[src/rtl/load_store_unit.sv]
// Load/store unit: single-outstanding data-memory initiator with alignment check,
// byte-lane steering for stores and sign/zero extension for loads.
module load_store_unit #(
  parameter int unsigned ADDR_W = 32,
  parameter int unsigned DATA_W = 32
) (
  input  logic              clk,
  input  logic              reset,
  input  logic              req_valid,
  output logic              req_ready,
  input  logic              MemRead,
  input  logic              MemWrite,
  input  logic [2:0]        Funct3,
  input  logic [ADDR_W-1:0] addr,
  input  logic [DATA_W-1:0] wd,
  output logic              rsp_valid,
  output logic [DATA_W-1:0] rd,
  output logic              misaligned,
  output logic              mem_req,
  output logic              mem_we,
  output logic [ADDR_W-1:0] mem_addr,
  output logic [3:0]        mem_be,
  output logic [DATA_W-1:0] mem_wdata,
  input  logic              mem_gnt,
  input  logic              mem_rvalid,
  input  logic [DATA_W-1:0] mem_rdata
);

  localparam int unsigned BE_W = DATA_W / 8;

  typedef enum logic [1:0] {S_IDLE, S_REQ, S_WAIT, S_RESP} state_e;

  state_e            state_q, state_d;
  logic [2:0]        funct3_q, funct3_d;
  logic [1:0]        lane_q, lane_d;
  logic              is_load_q, is_load_d;
  logic              req_ready_q, req_ready_d;
  logic              mem_req_q, mem_req_d;
  logic              mem_we_q, mem_we_d;
  logic [ADDR_W-1:0] mem_addr_q, mem_addr_d;
  logic [BE_W-1:0]   mem_be_q, mem_be_d;
  logic [DATA_W-1:0] mem_wdata_q, mem_wdata_d;
  logic              rsp_valid_q, rsp_valid_d;
  logic [DATA_W-1:0] rd_q, rd_d;
  logic              misaligned_q, misaligned_d;

  logic              accept, acc_byte, acc_half, mis_in;
  logic [BE_W-1:0]   be_in;
  logic [DATA_W-1:0] wdata_in, rdata_sh, load_val;

  // Decode the incoming request: stores only know B/H/W, loads add BU/HU
  always_comb begin : req_decode
    accept   = req_valid && (MemRead || MemWrite);
    acc_byte = (Funct3 == 3'b000) || (MemRead && (Funct3 == 3'b100));
    acc_half = (Funct3 == 3'b001) || (MemRead && (Funct3 == 3'b101));
    mis_in   = acc_half ? addr[0] : (!acc_byte && (addr[1:0] != 2'b00));
    if (acc_byte) begin
      be_in    = BE_W'(1) << addr[1:0];
      wdata_in = {(BE_W){wd[7:0]}};
    end else if (acc_half) begin
      be_in    = addr[1] ? BE_W'(4'b1100) : BE_W'(4'b0011);
      wdata_in = {(BE_W/2){wd[15:0]}};
    end else begin
      be_in    = {BE_W{1'b1}};
      wdata_in = wd;
    end
  end

  // Shift the addressed lane down to bit 0, then extend
  always_comb begin : load_extract
    rdata_sh = mem_rdata >> {lane_q, 3'b000};
    case (funct3_q)
      3'b000:  load_val = {{(DATA_W-8){rdata_sh[7]}}, rdata_sh[7:0]};
      3'b100:  load_val = {{(DATA_W-8){1'b0}}, rdata_sh[7:0]};
      3'b001:  load_val = {{(DATA_W-16){rdata_sh[15]}}, rdata_sh[15:0]};
      3'b101:  load_val = {{(DATA_W-16){1'b0}}, rdata_sh[15:0]};
      default: load_val = mem_rdata;
    endcase
  end

  always_comb begin : fsm_next
    state_d      = state_q;
    funct3_d     = funct3_q;
    lane_d       = lane_q;
    is_load_d    = is_load_q;
    mem_we_d     = mem_we_q;
    mem_addr_d   = mem_addr_q;
    mem_be_d     = mem_be_q;
    mem_wdata_d  = mem_wdata_q;
    rd_d         = rd_q;
    misaligned_d = 1'b0;
    case (state_q)
      S_IDLE: begin
        if (accept) begin
          funct3_d  = Funct3;
          lane_d    = addr[1:0];
          is_load_d = MemRead;
          if (mis_in) begin
            state_d      = S_RESP;
            misaligned_d = 1'b1;
          end else begin
            state_d     = S_REQ;
            mem_we_d    = !MemRead;
            mem_addr_d  = {addr[ADDR_W-1:2], 2'b00};
            mem_be_d    = be_in;
            mem_wdata_d = wdata_in;
          end
        end
      end
      S_REQ: begin
        if (mem_gnt) state_d = S_WAIT;
      end
      S_WAIT: begin
        if (mem_rvalid) begin
          if (is_load_q) rd_d = load_val;
          state_d = S_RESP;
        end
      end
      S_RESP:  state_d = S_IDLE;
      default: state_d = S_IDLE;
    endcase
    // Status outputs are registered views of the next state
    req_ready_d = (state_d == S_IDLE);
    mem_req_d   = (state_d == S_REQ);
    rsp_valid_d = (state_d == S_RESP);
  end

  always_ff @(posedge clk or posedge reset) begin
    if (reset) begin
      state_q      <= S_IDLE;
      funct3_q     <= 3'b000;
      lane_q       <= 2'b00;
      is_load_q    <= 1'b0;
      req_ready_q  <= 1'b1;
      mem_req_q    <= 1'b0;
      mem_we_q     <= 1'b0;
      mem_addr_q   <= '0;
      mem_be_q     <= '0;
      mem_wdata_q  <= '0;
      rsp_valid_q  <= 1'b0;
      rd_q         <= '0;
      misaligned_q <= 1'b0;
    end else begin
      state_q      <= state_d;
      funct3_q     <= funct3_d;
      lane_q       <= lane_d;
      is_load_q    <= is_load_d;
      req_ready_q  <= req_ready_d;
      mem_req_q    <= mem_req_d;
      mem_we_q     <= mem_we_d;
      mem_addr_q   <= mem_addr_d;
      mem_be_q     <= mem_be_d;
      mem_wdata_q  <= mem_wdata_d;
      rsp_valid_q  <= rsp_valid_d;
      rd_q         <= rd_d;
      misaligned_q <= misaligned_d;
    end
  end

  assign req_ready  = req_ready_q;
  assign mem_req    = mem_req_q;
  assign mem_we     = mem_we_q;
  assign mem_addr   = mem_addr_q;
  assign mem_be     = mem_be_q;
  assign mem_wdata  = mem_wdata_q;
  assign rsp_valid  = rsp_valid_q;
  assign rd         = rd_q;
  assign misaligned = misaligned_q;

endmodule

[config.mk]
export PLATFORM = sky130hd
export DESIGN_NAME = load_store_unit
export DESIGN_NICKNAME = d
export VERILOG_FILES = /design/src/rtl/load_store_unit.sv
export SDC_FILE = /design/constraint.sdc
export NUM_CORES = 1
export LEC_CHECK = 0
export CAP_MARGIN = 20
export CORE_MARGIN = 5
export CORE_UTILIZATION = 49
export CTS_BUF_LIST = sky130_fd_sc_hd__clkbuf_4 sky130_fd_sc_hd__clkbuf_8
export DETAILED_ROUTE_END_ITERATION = 10
export PLACE_DENSITY = 0.93
export SLEW_MARGIN = 15
export SYNTH_ARGS = -nofsm -noshare
export SYNTH_HDL_FRONTEND = slang
export SYNTH_SLANG_ARGS = --single-unit
[constraint.sdc]
create_clock -name clk -period 11.1 [get_ports clk]
set_clock_uncertainty 0.15 [all_clocks]
set_input_delay 2.22 -clock clk [delete_from_list [all_inputs] [get_ports clk]]
set_output_delay 2.22 -clock clk [all_outputs]
set_load 0.01 [all_outputs]
==> out/qor.yml, run 1 <==
clock_tree:
  clk_pin_slew_ns: 0.11
  post_cts_buffers: 0
  root_buffer: "clkbuf_8"
  hold_buffers: 0
  clkSinkCount: 111
  cts_buffer_depth: 2
  cts_tree: "built"
  cts-buffers-inserted: 9
  insertion_delay_ns: 0.37
  htreeDepth: 3
  cts_resized: 0
timing:
  fin_ws_ns: 6.23
  fmax_mhz: 205
  setup_viol: 0
  maxSlewViolCount: 0
  max_slew_margin_pct: 39.0
  holdWs_ns: 0.347
  setup_tns_ns: 0
  worst_pin_slew_ns: 0.914
  period_share_pct: 43.9
  hold_viol_final: 0
  fin_crit_ns: 4.87
  rsz0062_at_grt: "false"
floorplan:
  dieArea_mm2: 0.0131
  io_pins: 211
  start_util_pct: 49.7
  die_h_um: 115
  die_w_um: 115
  core_area_mm2: 0.0108
  rows: 38
logic_synthesis:
  ys_ff_latch: 111
  synth_common_cells: "110 x dfrtp_1, 67 x mux2_2, 51 x nand2_1"
  yosysMostFrequentCell: "dfrtp_1"
  syn_inst: 482
  ys_types: 47
  ys_seq_area_share_pct: 51.9
  synth_area_mm2: 0.00536
  avgSynthCellArea_um2: 11.1
  synth_ff_type: "dfrtp_1"
  async_reset_ff_share_pct: 100
  yosys_warnings: 0
  yosys-top-cells-area: "dfrtp_1 51%, mux2_2 14%, o21ai_0 3.7%"
  synth-edff-count: 0
  netlist.area_leader.share_pct: 51.4
  synth_top_area_cell: "dfrtp_1"
worst_setup_path:
  end_kind: "register"
  worstSetupStartpointType: "input port"
  worstSetupPathType: "in -> reg"
  arrival_ns: 4.98
  critPathRequiredTime_ns: 11.21
  cp_max_fo: 64
global_routing:
  grt-busiest-layer: "met2"
  grt_pass1_wl_um: 24900
  track_usage_pct: 24.0
  grt_util_met1_pct: 27.2
  grt.overflow.total: 0
  grt_max_degree: 65
  grt_use_met2_pct: 41.1
  antenna_found_initial: 0
  met3_usage_pct: 10.0
  grt_pass1_vias: 4869
status:
  run_status: "complete, no violations"
placed_design:
  place_ws_ns: 5.87
  portBuffers: 208
  globalplace.congestion: 0.839
  dp_hpwl_um: 11700
detailed_routing:
  routed_wl_um: 15800
  drt_pass1_iterations: 5
  wl_per_cell_um: 19.3
  drcViolationCount: 0
  ant_nets: 0
  vias: 4528
  drt-initial-drc-count: 388
  vias_per_cell: 5.54
pwr:
  power.density_mw_per_mm2: 246
  ir_worst_vdd_mv: 0.145
  power_mw: 1.88
  power_leakage_nw: 3.30
final_layout:
  finalNetCount: 778
  antenna_cells: 0
  multi_input_area_mm2: 0.00234
  regArea_mm2: 0.00278
  n_fill_cell: 729
  drive_above_1_share_pct: 15.5
  syn_to_final_growth_pct: 43.0
flow_run:
  maxCapViolations: 0
min_path:
  hp-class: "reg -> reg"
logic make-up after synthesis:
family	after synthesis	synth area share, %
buf+inv	45	4.74
flops	111	51.9
simple gates	133	12.4
other cells	1	0.0700
compound gates	94	9.99
mux	98	20.9
layout make-up:
cell class	instances	area share, %
Sequential cell	111	36.3
Multi-Input combinational cell	327	30.6
Timing Repair Buffer	212	27.8
Tap cell	140	2.29
Clock buffer	11	1.89
Inverter	11	0.572
Clock inverter	5	0.555
cell usage in the layout (no fill, tap or decap), drive strengths merged, types with 2 or more instances in the layout:
cell	instances
buf	4
clkbuf	11
clkdlybuf4s50	208
nor2b	5
conb	2
inv	12
a22o	2
nand2b	9
dfrtp	110
nor2	11
mux2	79
or2	4
nor4	2
nand3	34
a221o	2
a21oi	36
clkinv	3
o21a	3
nor3b	3
o211ai	2
and2	6
nand2	51
mux2i	19
nand4b	2
o21ai	42
nor3	3
path summary, 6_finish.rpt:
path,start,end,slack [ns],depth (start not counted)
setup / recovery,Funct3[0],mem_wdata[21]$_DFFE_PP0P_,6.23,5
min in group asynchronous,reset,mem_addr[26]$_DFFE_PP0P_,2.15,2
setup reg to reg,state_q[0]$_DFF_PP0_,mem_wdata[21]$_DFFE_PP0P_,8.38,4
hold reg to reg,rd[2]$_DFFE_PP0P_,rd[2]$_DFFE_PP0P_,0.35,2
max in group asynchronous,reset,rd[25]$_DFFE_PP0P_,7.44,3
hold / removal,rd[2]$_DFFE_PP0P_,rd[2]$_DFFE_PP0P_,0.35,2
power breakdown:
| part | switching, mW | internal (mW) | leakage [nW] |
|---|---|---|---|
| Combinational | 0.373 | 0.529 | 1.85 |
| Sequential | 0.149 | 0.598 | 1.36 |
| Clock | 0.141 | 0.0926 | 0.0935 |
routing by layer:
metal	routed length, µm	up-vias
li1	-	2066
met1	5710	2172
met2	7850	263
met3	1900	27
met4	333	0
met5	0	-
per-stage QoR:
step / area, µm² / cells / utilization (%)
2_1_floorplan: 5360 / 483 / -
3_3_place_gp: 7440 / 800 / 68.9
3_5_place_dp: 7440 / 800 / 68.9
4_1_cts: 7620 / 816 / 70.6
5_1_grt: 7660 / 817 / 71.0
6_report: 7660 / 817 / 71.0
sequential cells by signal, summed over array words and instances, names as in the netlist:
signal / flops
misaligned: 1
mem_wdata: 32
state_q: 2
rsp_valid: 1
funct3_q: 3
mem_addr: 30
rd: 32
is_load_q: 1
mem_we: 1
mem_req: 1
mem_be: 4
lane_q: 2
req_ready: 1
worst max-delay path, cell delays in order:
cell,delay [ns]
clkdlybuf4s50_1,0.78
or2_1,0.43
o21ai_2,0.22
nand3_4,0.70
mux2_1,0.60
Note: power is estimated with default switching activity, not from simulation.
==> inputs of run 2 (changes only) <==
--- a/config.mk
+++ b/config.mk
@@ -7,10 +7,10 @@
 export LEC_CHECK = 0
 export CAP_MARGIN = 20
 export CORE_MARGIN = 5
-export CORE_UTILIZATION = 49
+export CORE_UTILIZATION = 41
 export CTS_BUF_LIST = sky130_fd_sc_hd__clkbuf_4 sky130_fd_sc_hd__clkbuf_8
 export DETAILED_ROUTE_END_ITERATION = 10
-export PLACE_DENSITY = 0.93
+export PLACE_DENSITY = 0.83
 export SLEW_MARGIN = 15
 export SYNTH_ARGS = -nofsm -noshare
 export SYNTH_HDL_FRONTEND = slang
==> constraint.sdc (replaced) <==
create_clock -name clk -period 4.3 [get_ports clk]
set_clock_uncertainty 0.15 [all_clocks]
set_input_delay 0.86 -clock clk [delete_from_list [all_inputs] [get_ports clk]]
set_output_delay 0.86 -clock clk [all_outputs]
set_load 0.01 [all_outputs]
==> out/qor.yml, run 2 (same netlist as run 1, synthesis figures left out) <==
clock_tree:
  insertion_delay_ns: 0.38  # about the same
  cts_resized: 0  # unchanged
  hold_buffers: 0  # unchanged
  htreeDepth: 3  # unchanged
  cts_buffer_depth: 2  # unchanged
  clk_pin_slew_ns: 0.10  # about the same
  cts-buffers-inserted: 9  # unchanged
  cts_tree: "built"
  root_buffer: "clkbuf_8"
  post_cts_buffers: 0  # unchanged
  clkSinkCount: 111  # unchanged
global_routing:
  antenna_found_initial: 0  # unchanged
  grt_use_met2_pct: 33.7  # -7.3 points
  grt.overflow.total: 0  # unchanged
  grt_pass1_wl_um: 25600  # +3.1%
  grt_max_degree: 63  # -3.1%
  met3_usage_pct: 8.92  # -1.1 points
  grt-busiest-layer: "met2"
  grt_pass1_vias: 4742  # -2.6%
  grt_util_met1_pct: 23.7  # -3.5 points
  track_usage_pct: 20.4  # -3.6 points
pwr:
  power_mw: 4.83  # +160%
  p_int_mw: 3.16  # +160%
  ir_worst_vdd_mv: 0.377  # +160%
  p_seq_share_pct: 39.8  # about the same
  combPwrFrac_pct: 47.7  # -0.2 points
  power.density_mw_per_mm2: 625  # +150%
  switching_share_pct: 34.6  # -0.60 points
  power_leakage_nw: 3.33  # +0.80%
  clkPwrFrac_pct: 12.5  # about the same
  power.switching_mw: 1.67  # +150%
floorplan:
  io_pins: 211  # unchanged
  start_util_pct: 42.1  # -7.5 points
  rows: 41  # +7.9%
  core_area_mm2: 0.0127  # +18%
  dieArea_mm2: 0.0155  # +18%
  die_h_um: 124  # +8.5%
  die_w_um: 124  # +8.5%
placed_design:
  portBuffers: 208  # unchanged
  dp_hpwl_um: 11900  # +1.6%
  place_area_mm2: 0.00753  # +1.3%
  globalplace.congestion: 0.910  # +8.4%
detailed_routing:
  vias: 4531  # +0.066%
  ant_nets: 0  # unchanged
  vias_per_cell: 5.31  # -4.2%
  wl_per_cell_um: 18.6  # -4.0%
  drt-initial-drc-count: 473  # +22%
  routed_wl_um: 15800  # +0.26%
  drt_pass1_iterations: 5  # unchanged
  drcViolationCount: 0  # unchanged
final_layout:
  layout_commonest_cell: "clkdlybuf4s50_1"
  drive_above_1_share_pct: 16.0  # +0.50 points
  final_cell_mix: "208 x clkdlybuf4s50_1, 110 x dfrtp_1, 67 x mux2_2, 51 x nand2_1, 40 x o21ai_0"
  antenna_cells: 0  # unchanged
  finalNetCount: 782  # +0.51%
  syn_to_final_growth_pct: 44.3
  fin_area_mm2: 0.00773  # +0.91%
  postLayoutCoreUtil_pct: 60.8  # -10 points
timing:
  setup_viol: 0  # unchanged
  setup_tns_ns: 0  # unchanged
  period_share_pct: 73.9
  fmax_mhz: 315
  max_slew_margin_pct: 41.4  # +2.3 points
  maxSlewViolCount: 0  # unchanged
  worst_pin_slew_ns: 0.875  # -0.0391 ns
  hold_viol_final: 0  # unchanged
  rsz0062_at_grt: "false"
  fin_crit_ns: 3.18
worst_setup_path:
  critPathRequiredTime_ns: 4.41  # -6.80 ns
  worstSetupStartpointType: "input port"
  worstSetupPathType: "in -> reg"
  cp_max_fo: 37  # -42%
  r2r_slack_ns: 1.68  # -6.70 ns
  arrival_ns: 3.29  # -1.69 ns
  end_kind: "register"
status:
  run_status: "complete, no violations"
min_path:
  hp-class: "reg -> reg"
flow_run:
  maxCapViolations: 0  # unchanged
run 2: cell count changes in the layout (fill, tap and decap cells not counted), moves of 2 or more:
cell      previous run  this run
buf_12               0         2
buf_4                3         5
clkinv_2             0         2
clkinv_4             3         0
run 2: final cells by class:
class / instances / area [µm²]
fillers: 1062 / 4990
flip-flops and latches: 111 / 2780
multi-input cells: 327 / 2330
repair buffers: 216 / 2170
well taps: 172 / 215
clock buffers: 13 / 166
inverters: 11 / 43.8
clock inverters: 3 / 17.5
run 2: worst max-delay path, cell delays in order:
cell             delay [ns]
clkdlybuf4s50_1        0.65
or2_1                  0.37
o21ai_2                0.23
nand3_4                0.47
buf_12                 0.38
mux2_2                 0.29
run 2: path summary, 6_finish.rpt:
kind | from | end | cells past startpoint
max in group asynchronous | reset | req_ready$_DFF_PP1_ | 3
max reg2reg | state_q[0]$_DFF_PP0_ | mem_addr[14]$_DFFE_PP0P_ | 5
max | Funct3[1] | mem_addr[14]$_DFFE_PP0P_ | 6
min in group asynchronous | reset | mem_addr[11]$_DFFE_PP0P_ | 2
min reg2reg | rd[2]$_DFFE_PP0P_ | rd[2]$_DFFE_PP0P_ | 2
min | rd[2]$_DFFE_PP0P_ | rd[2]$_DFFE_PP0P_ | 2
run 2: power by group through the flow:
stage / clock, mW / sequential [mW] / combinational [mW]
after floorplan: 0 / 2.03 / 0.903
final: 0.602 / 1.92 / 2.31
after detailed placement: 0 / 1.96 / 2.28
after CTS: 0.624 / 1.95 / 2.29
after global placement: 0 / 1.93 / 2.23
after global routing: 0.668 / 2.00 / 2.48
run 2: stage by stage:
step | hold slack, ns | worst slack, ns | instances
detailed placement | 0.320 | 0.748 | 836
CTS | 0.343 | 1.17 | 852
finish | 0.338 | 1.12 | 853
global route | 0.369 | 1.00 | 853
floorplan | 0.310 | 0.361 | 483
global placement | 0.314 | 0.860 | 836
run 2: metal layers:
| metal | up-vias | part of all wire (%) |
|---|---|---|
| met1 | 2225 | 39 |
| met5 | - | 0 |
| met3 | 20 | 11 |
| met2 | 223 | 48 |
| met4 | 0 | 2.0 |
| li1 | 2063 | - |
